`src/rtl/ha_array_row_accum_ctrl.sv`:
```
// Sequencing controller for the unsigned 8x8 approximate half-adder-array multiplier.
// Latency: product valid 5 cycles after the accept cycle (4 serial row-accumulate cycles), 1 product / 5 cycles.
// Backpressure: holds the product in DONE while out_ready=0; in_ready is low in ACC and in DONE without out_ready.
//
// Ports:
//   clk, rst_n                   clock and asynchronous active-low reset
//   in_valid/in_ready, x, y      operand pair handshake
//   mul_x, mul_y                 registered operands feeding the combinational ha_array stage
//   ha_array_{0..3}_b / _t       the stage's four reduced rows (7-bit carry, 9-bit sum)
//   out_valid/out_ready, p, ovf  product handshake, product and overflow flag
module ha_array_row_accum_ctrl #(
  parameter int OUT_W    = 16,
  parameter int ACC_W    = 17,   // keep >= OUT_W+1 so the overflow is observable
  parameter bit SATURATE = 1'b1
) (
  input  logic             clk,
  input  logic             rst_n,
  input  logic             in_valid,
  output logic             in_ready,
  input  logic [7:0]       x,
  input  logic [7:0]       y,
  output logic [7:0]       mul_x,
  output logic [7:0]       mul_y,
  input  logic [6:0]       ha_array_0_b,
  input  logic [8:0]       ha_array_0_t,
  input  logic [6:0]       ha_array_1_b,
  input  logic [8:0]       ha_array_1_t,
  input  logic [6:0]       ha_array_2_b,
  input  logic [8:0]       ha_array_2_t,
  input  logic [6:0]       ha_array_3_b,
  input  logic [8:0]       ha_array_3_t,
  output logic             out_valid,
  input  logic             out_ready,
  output logic [OUT_W-1:0] p,
  output logic             ovf
);

  typedef enum logic [1:0] {
    ST_IDLE = 2'd0,
    ST_ACC  = 2'd1,
    ST_DONE = 2'd2
  } state_t;

  // Largest representable product, zero-extended to the accumulator width.
  localparam logic [ACC_W-1:0] P_MAX = ACC_W'({OUT_W{1'b1}});

  state_t             state_q, state_d;
  logic [7:0]         mul_x_q, mul_x_d;
  logic [7:0]         mul_y_q, mul_y_d;
  logic [ACC_W-1:0]   acc_q, acc_d;
  logic [1:0]         cnt_q, cnt_d;
  logic [OUT_W-1:0]   p_q, p_d;
  logic               ovf_q, ovf_d;

  logic [8:0]         row_t;
  logic [6:0]         row_b;
  logic [9:0]         row_raw;
  logic [ACC_W-1:0]   row_val;
  logic [ACC_W-1:0]   acc_sum;
  logic               sum_ovf;
  logic [OUT_W-1:0]   sum_p;
  logic               accept;

  // Row currently being folded in; the ha_array inputs are stable during ACC
  // because mul_x/mul_y only change on an accept.
  always_comb begin
    row_t = ha_array_0_t;
    row_b = ha_array_0_b;
    case (cnt_q)
      2'd1: begin
        row_t = ha_array_1_t;
        row_b = ha_array_1_b;
      end
      2'd2: begin
        row_t = ha_array_2_t;
        row_b = ha_array_2_b;
      end
      2'd3: begin
        row_t = ha_array_3_t;
        row_b = ha_array_3_b;
      end
      default: begin
        row_t = ha_array_0_t;
        row_b = ha_array_0_b;
      end
    endcase
  end

  // Carry bits sit two places above the sum bits; row k is then weighted by 4^k.
  assign row_raw = {1'b0, row_t} + {1'b0, row_b, 2'b00};
  assign row_val = ACC_W'(row_raw) << {cnt_q, 1'b0};
  assign acc_sum = acc_q + row_val;

  // Output value is resolved on the final ACC edge so DONE presents pure flops.
  assign sum_ovf = (acc_sum > P_MAX);
  assign sum_p   = (SATURATE && sum_ovf) ? P_MAX[OUT_W-1:0] : acc_sum[OUT_W-1:0];

  assign in_ready = (state_q == ST_IDLE) || ((state_q == ST_DONE) && out_ready);
  assign accept   = in_valid && in_ready;

  always_comb begin
    state_d = state_q;
    mul_x_d = mul_x_q;
    mul_y_d = mul_y_q;
    acc_d   = acc_q;
    cnt_d   = cnt_q;
    p_d     = p_q;
    ovf_d   = ovf_q;

    case (state_q)
      ST_IDLE: begin
        if (accept) begin
          mul_x_d = x;
          mul_y_d = y;
          acc_d   = '0;
          cnt_d   = 2'd0;
          state_d = ST_ACC;
        end
      end

      ST_ACC: begin
        acc_d = acc_sum;
        cnt_d = cnt_q + 2'd1;
        if (cnt_q == 2'd3) begin
          p_d     = sum_p;
          ovf_d   = sum_ovf;
          state_d = ST_DONE;
        end
      end

      ST_DONE: begin
        if (out_ready) begin
          if (in_valid) begin
            // Back-to-back: the consume edge doubles as the next accept edge.
            mul_x_d = x;
            mul_y_d = y;
            acc_d   = '0;
            cnt_d   = 2'd0;
            state_d = ST_ACC;
          end else begin
            state_d = ST_IDLE;
          end
        end
      end

      default: begin
        state_d = ST_IDLE;
      end
    endcase
  end

  always_ff @(posedge clk or negedge rst_n) begin
    if (!rst_n) begin
      state_q <= ST_IDLE;
      mul_x_q <= '0;
      mul_y_q <= '0;
      acc_q   <= '0;
      cnt_q   <= '0;
      p_q     <= '0;
      ovf_q   <= 1'b0;
    end else begin
      state_q <= state_d;
      mul_x_q <= mul_x_d;
      mul_y_q <= mul_y_d;
      acc_q   <= acc_d;
      cnt_q   <= cnt_d;
      p_q     <= p_d;
      ovf_q   <= ovf_d;
    end
  end

  assign mul_x     = mul_x_q;
  assign mul_y     = mul_y_q;
  assign out_valid = (state_q == ST_DONE);
  assign p         = p_q;
  assign ovf       = ovf_q;

endmodule

```
`config.mk`:
```
export PLATFORM = sky130hd
export DESIGN_NAME = ha_array_row_accum_ctrl
export DESIGN_NICKNAME = d
export VERILOG_FILES = /design/src/rtl/ha_array_row_accum_ctrl.sv
export SDC_FILE = /design/constraint.sdc
export NUM_CORES = 1
export LEC_CHECK = 0
export CAP_MARGIN = 10
export CORE_ASPECT_RATIO = 2
export CORE_UTILIZATION = 35
export DETAILED_ROUTE_END_ITERATION = 16
export PLACE_DENSITY_LB_ADDON = 0.25
export SLEW_MARGIN = 20
export SYNTH_ARGS = -nofsm -noshare
export SYNTH_HDL_FRONTEND = slang
export SYNTH_SLANG_ARGS = --single-unit
```
`constraint.sdc`:
```
create_clock -name clk -period 4.7 [get_ports clk]
set_input_delay 0.94 -clock clk [delete_from_list [all_inputs] [get_ports clk]]
set_output_delay 0.94 -clock clk [all_outputs]
set_load 0.02 [all_outputs]
```
After elaboration in Yosys (flattened, before gate mapping)

Index checks and enable logic that the tools add are counted.

Input port bits: 84
Bits in registers: 54
Output and inout bits: 35
Word-level logic and storage cells: 55

Muxes and demuxes: 24
Shift-type cells: 1
$lt $le $gt $ge: 1
Equal/unequal tests: 9
Add/sub/neg operators: 3
Reduce and logical (&&, ||, !) cells: 10

Operator list:

| cell                   | count |
|---|---|
| $mux W17               | 3 |
| $pmux W17 S3           | 1 |
| $mux W8                | 6 |
| $pmux W8 S2            | 2 |
| $pmux W9 S3            | 1 |
| $pmux W7 S3            | 1 |
| $add A17 B17 Y17       | 1 |
| $gt A17 B16 Y1 const B | 1 |
| $shl A10 B3 Y17        | 1 |
| $mux W16               | 1 |
| $mux W2                | 6 |
| $pmux W2 S3            | 2 |
| $add A9 B9 Y10         | 1 |
| $reduce_and A4 Y1      | 2 |
| $eq A2 B2 Y1 const B   | 3 |
| $ne A2 B2 Y1 const B   | 3 |
| $eq A2 B1 Y1 const B   | 2 |
| $reduce_and A3 Y1      | 1 |
| $reduce_bool A3 Y1     | 1 |
| $add A2 B1 Y2 const B  | 1 |
| $logic_and A1 B1 Y1    | 2 |
| $logic_not A2 Y1       | 1 |
| $ne A2 B1 Y1 const B   | 1 |
| $reduce_and A2 Y1      | 1 |
| 3 further kinds        | 3 |

Longest topological paths before layout

Depth in word-level cells: 7
Gate-level depth with buffers: 24
Mapped depth without buffers: 20

Worst setup path after synthesis

OpenSTA, ideal clock, no wires.

Path type: register -> register
Start point: register cnt_q[1]
End point: register p_q[12] (netlist: p[12])
Path buffers: 4
Arrival time: 5.016 ns
Path slack: -0.437 ns
Setup time: 0.121 ns
Required time: 4.579 ns
Clock period less this slack: 5.137 ns
Cell stages (with the launch flop): 23
Cells stage by stage: dfrtp_1 -> clkbuf_1 -> clkinv_1 -> ha_1 -> inv_1 -> clkbuf_1 -> clkbuf_1 -> a21oi_1 -> ha_1 -> fa_1 -> a21o_1 -> a21oi_1 -> o21bai_1 -> mux2i_1 -> o31ai_1 -> o21ai_1 -> ha_1 -> and4_1 -> nand2_1 -> o31a_1 -> mux2_4 -> buf_6 -> o22a_1

Longest elaborated chain between the ends: 7
Elaborated cells between the ends (all ways): 11
Classes of those cells: add/sub: 2; order compare: 1; eq/ne: 3; shift: 1; mux: 3; reduce/logical: 1

Ends and longest elaborated chain:

| item                                       | line    | text |
|---|---|---|
| from (decl)                                | 51      | `logic [1:0] cnt_q, cnt_d;` |
| from (signal assigned)                     | 166     | `cnt_q <= cnt_d;` |
| $eq A2 B2 Y1 (tied with other cells)       | 69, 124 |  |
| $pmux W9 S3 or $pmux W7 S3 (tied branches) | 69      | `case (cnt_q)` |
| $add A9 B9 Y10                             | 90      | `assign row_raw = {1'b0, row_t} + {1'b0, row_b, 2'b00};` |
| $shl A10 B3 Y17                            | 91      | `assign row_val = ACC_W'(row_raw) << {cnt_q, 1'b0};` |
| $add A17 B17 Y17                           | 92      | `assign acc_sum = acc_q + row_val;` |
| $gt A17 B16 Y1                             | 95      | `assign sum_ovf = (acc_sum > P_MAX);` |
| $mux W16                                   | 96      | `assign sum_p = (SATURATE && sum_ovf) ? P_MAX[OUT_W-1:0] : acc_sum[OUT_W-1:0];` |
| to (signal assigned)                       | 167     | `p_q <= p_d;` |
| to (decl)                                  | 52      | `logic [OUT_W-1:0] p_q, p_d;` |

Several ways; a longest one is shown, not always the timed one.
A chain may end at the register's enable or synchronous reset.

Worst setup path in the final report

Start point: input ha_array_1_t[2]
End point: register acc_q[15]

Longest elaborated chain between the ends: 5

Ends and longest elaborated chain:

| item                 | line | text |
|---|---|---|
| from (decl)          | 27   | `input logic [8:0] ha_array_1_t,` |
| $pmux W9 S3          | 69   |  |
| $add A9 B9 Y10       | 90   |  |
| $shl A10 B3 Y17      | 91   |  |
| $add A17 B17 Y17     | 92   |  |
| $pmux W17 S3         | 110  | `case (state_q)` |
| to (signal assigned) | 157  | `acc_q <= '0;` |
| to (signal assigned) | 165  | `acc_q <= acc_d;` |
| to (decl)            | 50   | `logic [ACC_W-1:0] acc_q, acc_d;` |

No other way between the ends.

==> metrics.txt <==
vias in the first global route 3819; antenna violations before repair 0; Period minus WS final between 4 and 5 ns; Yosys cell types 45; post-synthesis sequential area ratio approximately 37%; vias per inst 5.32; Num CTS Buffers 5; CTS tree built; post-DP HPWL 8410 microns; fill cell count between 900 and 1000; drt total wl between 10000 and 15000 microns; Max clock buf depth 2; clk sinks 54; Setup Crit Path Kind in2reg; Slew Limit Fails 0; die height 146 microns; Slew headroom 39.8%; Slew @ Worst Pin 0.903 ns; Initial Utilization 35.9%; CTS H-tree depth 2; outcome complete, no violations; residual DRC count 0; share of synthesized registers carrying an async set or reset between 90% and 100%; worst endpoint required time roughly 4.9 ns; final setup fails 0; number of synthesized flops with an enable pin 0; flop-to-flop setup slack 0.14 ns; Post-Syn Instances 392; Hold WS a little over 0.5 ns; RSZ-0062 raised after global routing true; Synth Warn # 0; critical-path maximum fanout 4; share of layout cells above drive strength 1 23.1%; Core Rows 52; most common cell after layout, fill and taps aside clkdlybuf4s50_1; die area 0.0109 sq mm; Finished Layout Cells 701; DRT antenna net count 0; Mapped Area about 0.0036 sq mm; Worst Clk Skew 0.0104 ns; HP Class reg2reg; Final Util 57.3%; CORE AREA between 0.01 and 0.015 sq mm; DP Cell Count roughly 670; Tcrit/Tclk final 97.6%; Final Hold Fails 0; first-pass GRT wire length roughly 17000 microns; CTS Root Cell clkbuf_16; DR iter-0 viols 125; syn avg cell area between 9 and 10 sq um; Reg clk slew, reported paths 0.07 ns; Clk Latency, worst-skew pair about 0.30 ns; Area Growth Syn to Fin 59.4%; CP endpoint kind flop; startpoint types primary input; most frequent cells in the layout clkdlybuf4s50_1 (102), buf_4 (63), dfrtp_1 (52), nand2_1 (39), a21oi_1 (32); via count 3727; Fmax around 0.22 GHz; grt total ovfl 0; Nets about 680; gpl congestion around 0.84; gr usage total approximately a fifth; max-cap viol count 0; largest net degree at the start of global routing 55; synthesized flop and latch total 54; CP arrival 4.78 ns; ant diodes 0; Port Buffers roughly 120; syn nets just over 500; fin area about 0.0058 sq mm; # IOs 119; Synth Flop Type dfrtp_1; Die X roughly 74 microns; Pre-antenna DRT Iters 4; Avg WL per Cell 16.0 microns; placed cell area between 0.005 and 0.006 sq mm
## per-stage QoR
stage	TNS, ns	setup slack (ns)
detailed placement	-10.50	-0.491
global route	-1.57	-0.103
CTS	0	0.0197
finish	0	0.115
global placement	-9.07	-0.412
floorplan	0	0.0128
## worst max-delay path, cell delays in order
cell and delay, ns:
clkdlybuf4s15_1 0.16, a222oi_1 0.28, a21oi_1 0.12, ha_2 0.21, fa_2 0.39, a21o_1 0.20, a21oi_2 0.17, o21bai_1 0.10
mux2i_1 0.15, buf_4 0.15, o31ai_4 0.25, o21ai_1 0.09, ha_1 0.35, buf_6 0.14, a21oi_4 0.16, o21ai_4 0.08
o41ai_2 0.30, o21ai_1 0.12, xor2_1 0.17, a22o_1 0.24
## cell usage after synthesis (5+ instances only)
cell type,count,area [sq um]
o21ai_0,14,70.1
nand3_1,16,80.1
nand2_1,41,154
xnor2_1,8,70.1
mux2_2,16,180
nor2_1,26,97.6
ha_1,27,338
nor3_1,5,25.0
a222oi_1,16,160
clkbuf_1,18,67.6
nand2b_1,6,37.5
a21o_1,5,37.5
inv_1,8,30.0
o21ai_1,7,35.0
a22o_1,7,61.3
dfrtp_1,54,1350
a21oi_1,40,200
mux2i_1,7,70.1
o22a_1,16,140
xor2_1,8,70.1
## path summary, 6_finish.rpt
path | cells after the start | from | end
max | 20 | ha_array_1_t[2] | acc_q[15]
min | 1 | mul_y[2] | mul_y[2]
max reg2reg | 23 | cnt_q[1] | acc_q[15]
min reg2reg | 1 | mul_y[2] | mul_y[2]
max in group asynchronous | 2 | rst_n | cnt_q[0]
min in group asynchronous | 2 | rst_n | mul_y[7]
## logic make-up (layout without fill, tap and decap cells)
| logic type | after synthesis | in the layout | share of synthesized area (%) |
|---|---|---|---|
| and+or+nand+nor | 110 | 110 | 13.8 |
| adders and majority gates | 29 | 29 | 10.4 |
| buffers and inverters | 30 | 202 | 3.29 |
| muxes | 24 | 26 | 7.27 |
| DFF | 54 | 54 | 37.0 |
| AOI/OAI and AO/OA | 129 | 129 | 24.4 |
| xor gates and xnor gates | 16 | 16 | 3.84 |
## repair_timing
action	CTS	global route
gates cloned	2	1
hold buffers	0	0
pin swaps	35	35
setup buffers	6	11
gates resized for setup	18	47
endpoints found under the setup margin	21	23
## state kept, by name, indices dropped and copies added (netlist names)
name,cells
acc_q,17
p,16
mul_x,8
mul_y,8
cnt_q,2
state_q,2
ovf,1
## routing by layer
| metal | global-route usage [%] | share of wire, % | vias up |
|---|---|---|---|
| met5 | 0 | 0 | - |
| met4 | 8.46 | 2.6 | 0 |
| met3 | 3.24 | 5.5 | 23 |
| met2 | 39.9 | 56 | 122 |
| met1 | 19.9 | 35 | 1775 |
| li1 | - | - | 1807 |
## layout make-up
cell class,instances,area [sq um],share of cell area [%]
repair buffers,184,1690,29.1
well taps,135,169,2.90
clock buffers,6,139,2.39
inverters,9,42.5,0.731
clock inverters,2,60.1,1.03
repair inverters,1,5.00,0.0860
flip-flops and latches,54,1350,23.3
multi-input cells,310,2350,40.5
Power is left out: the tool's default activity adds up to more than one toggle a clock period on the data nets, which glitch-free logic cannot reach.
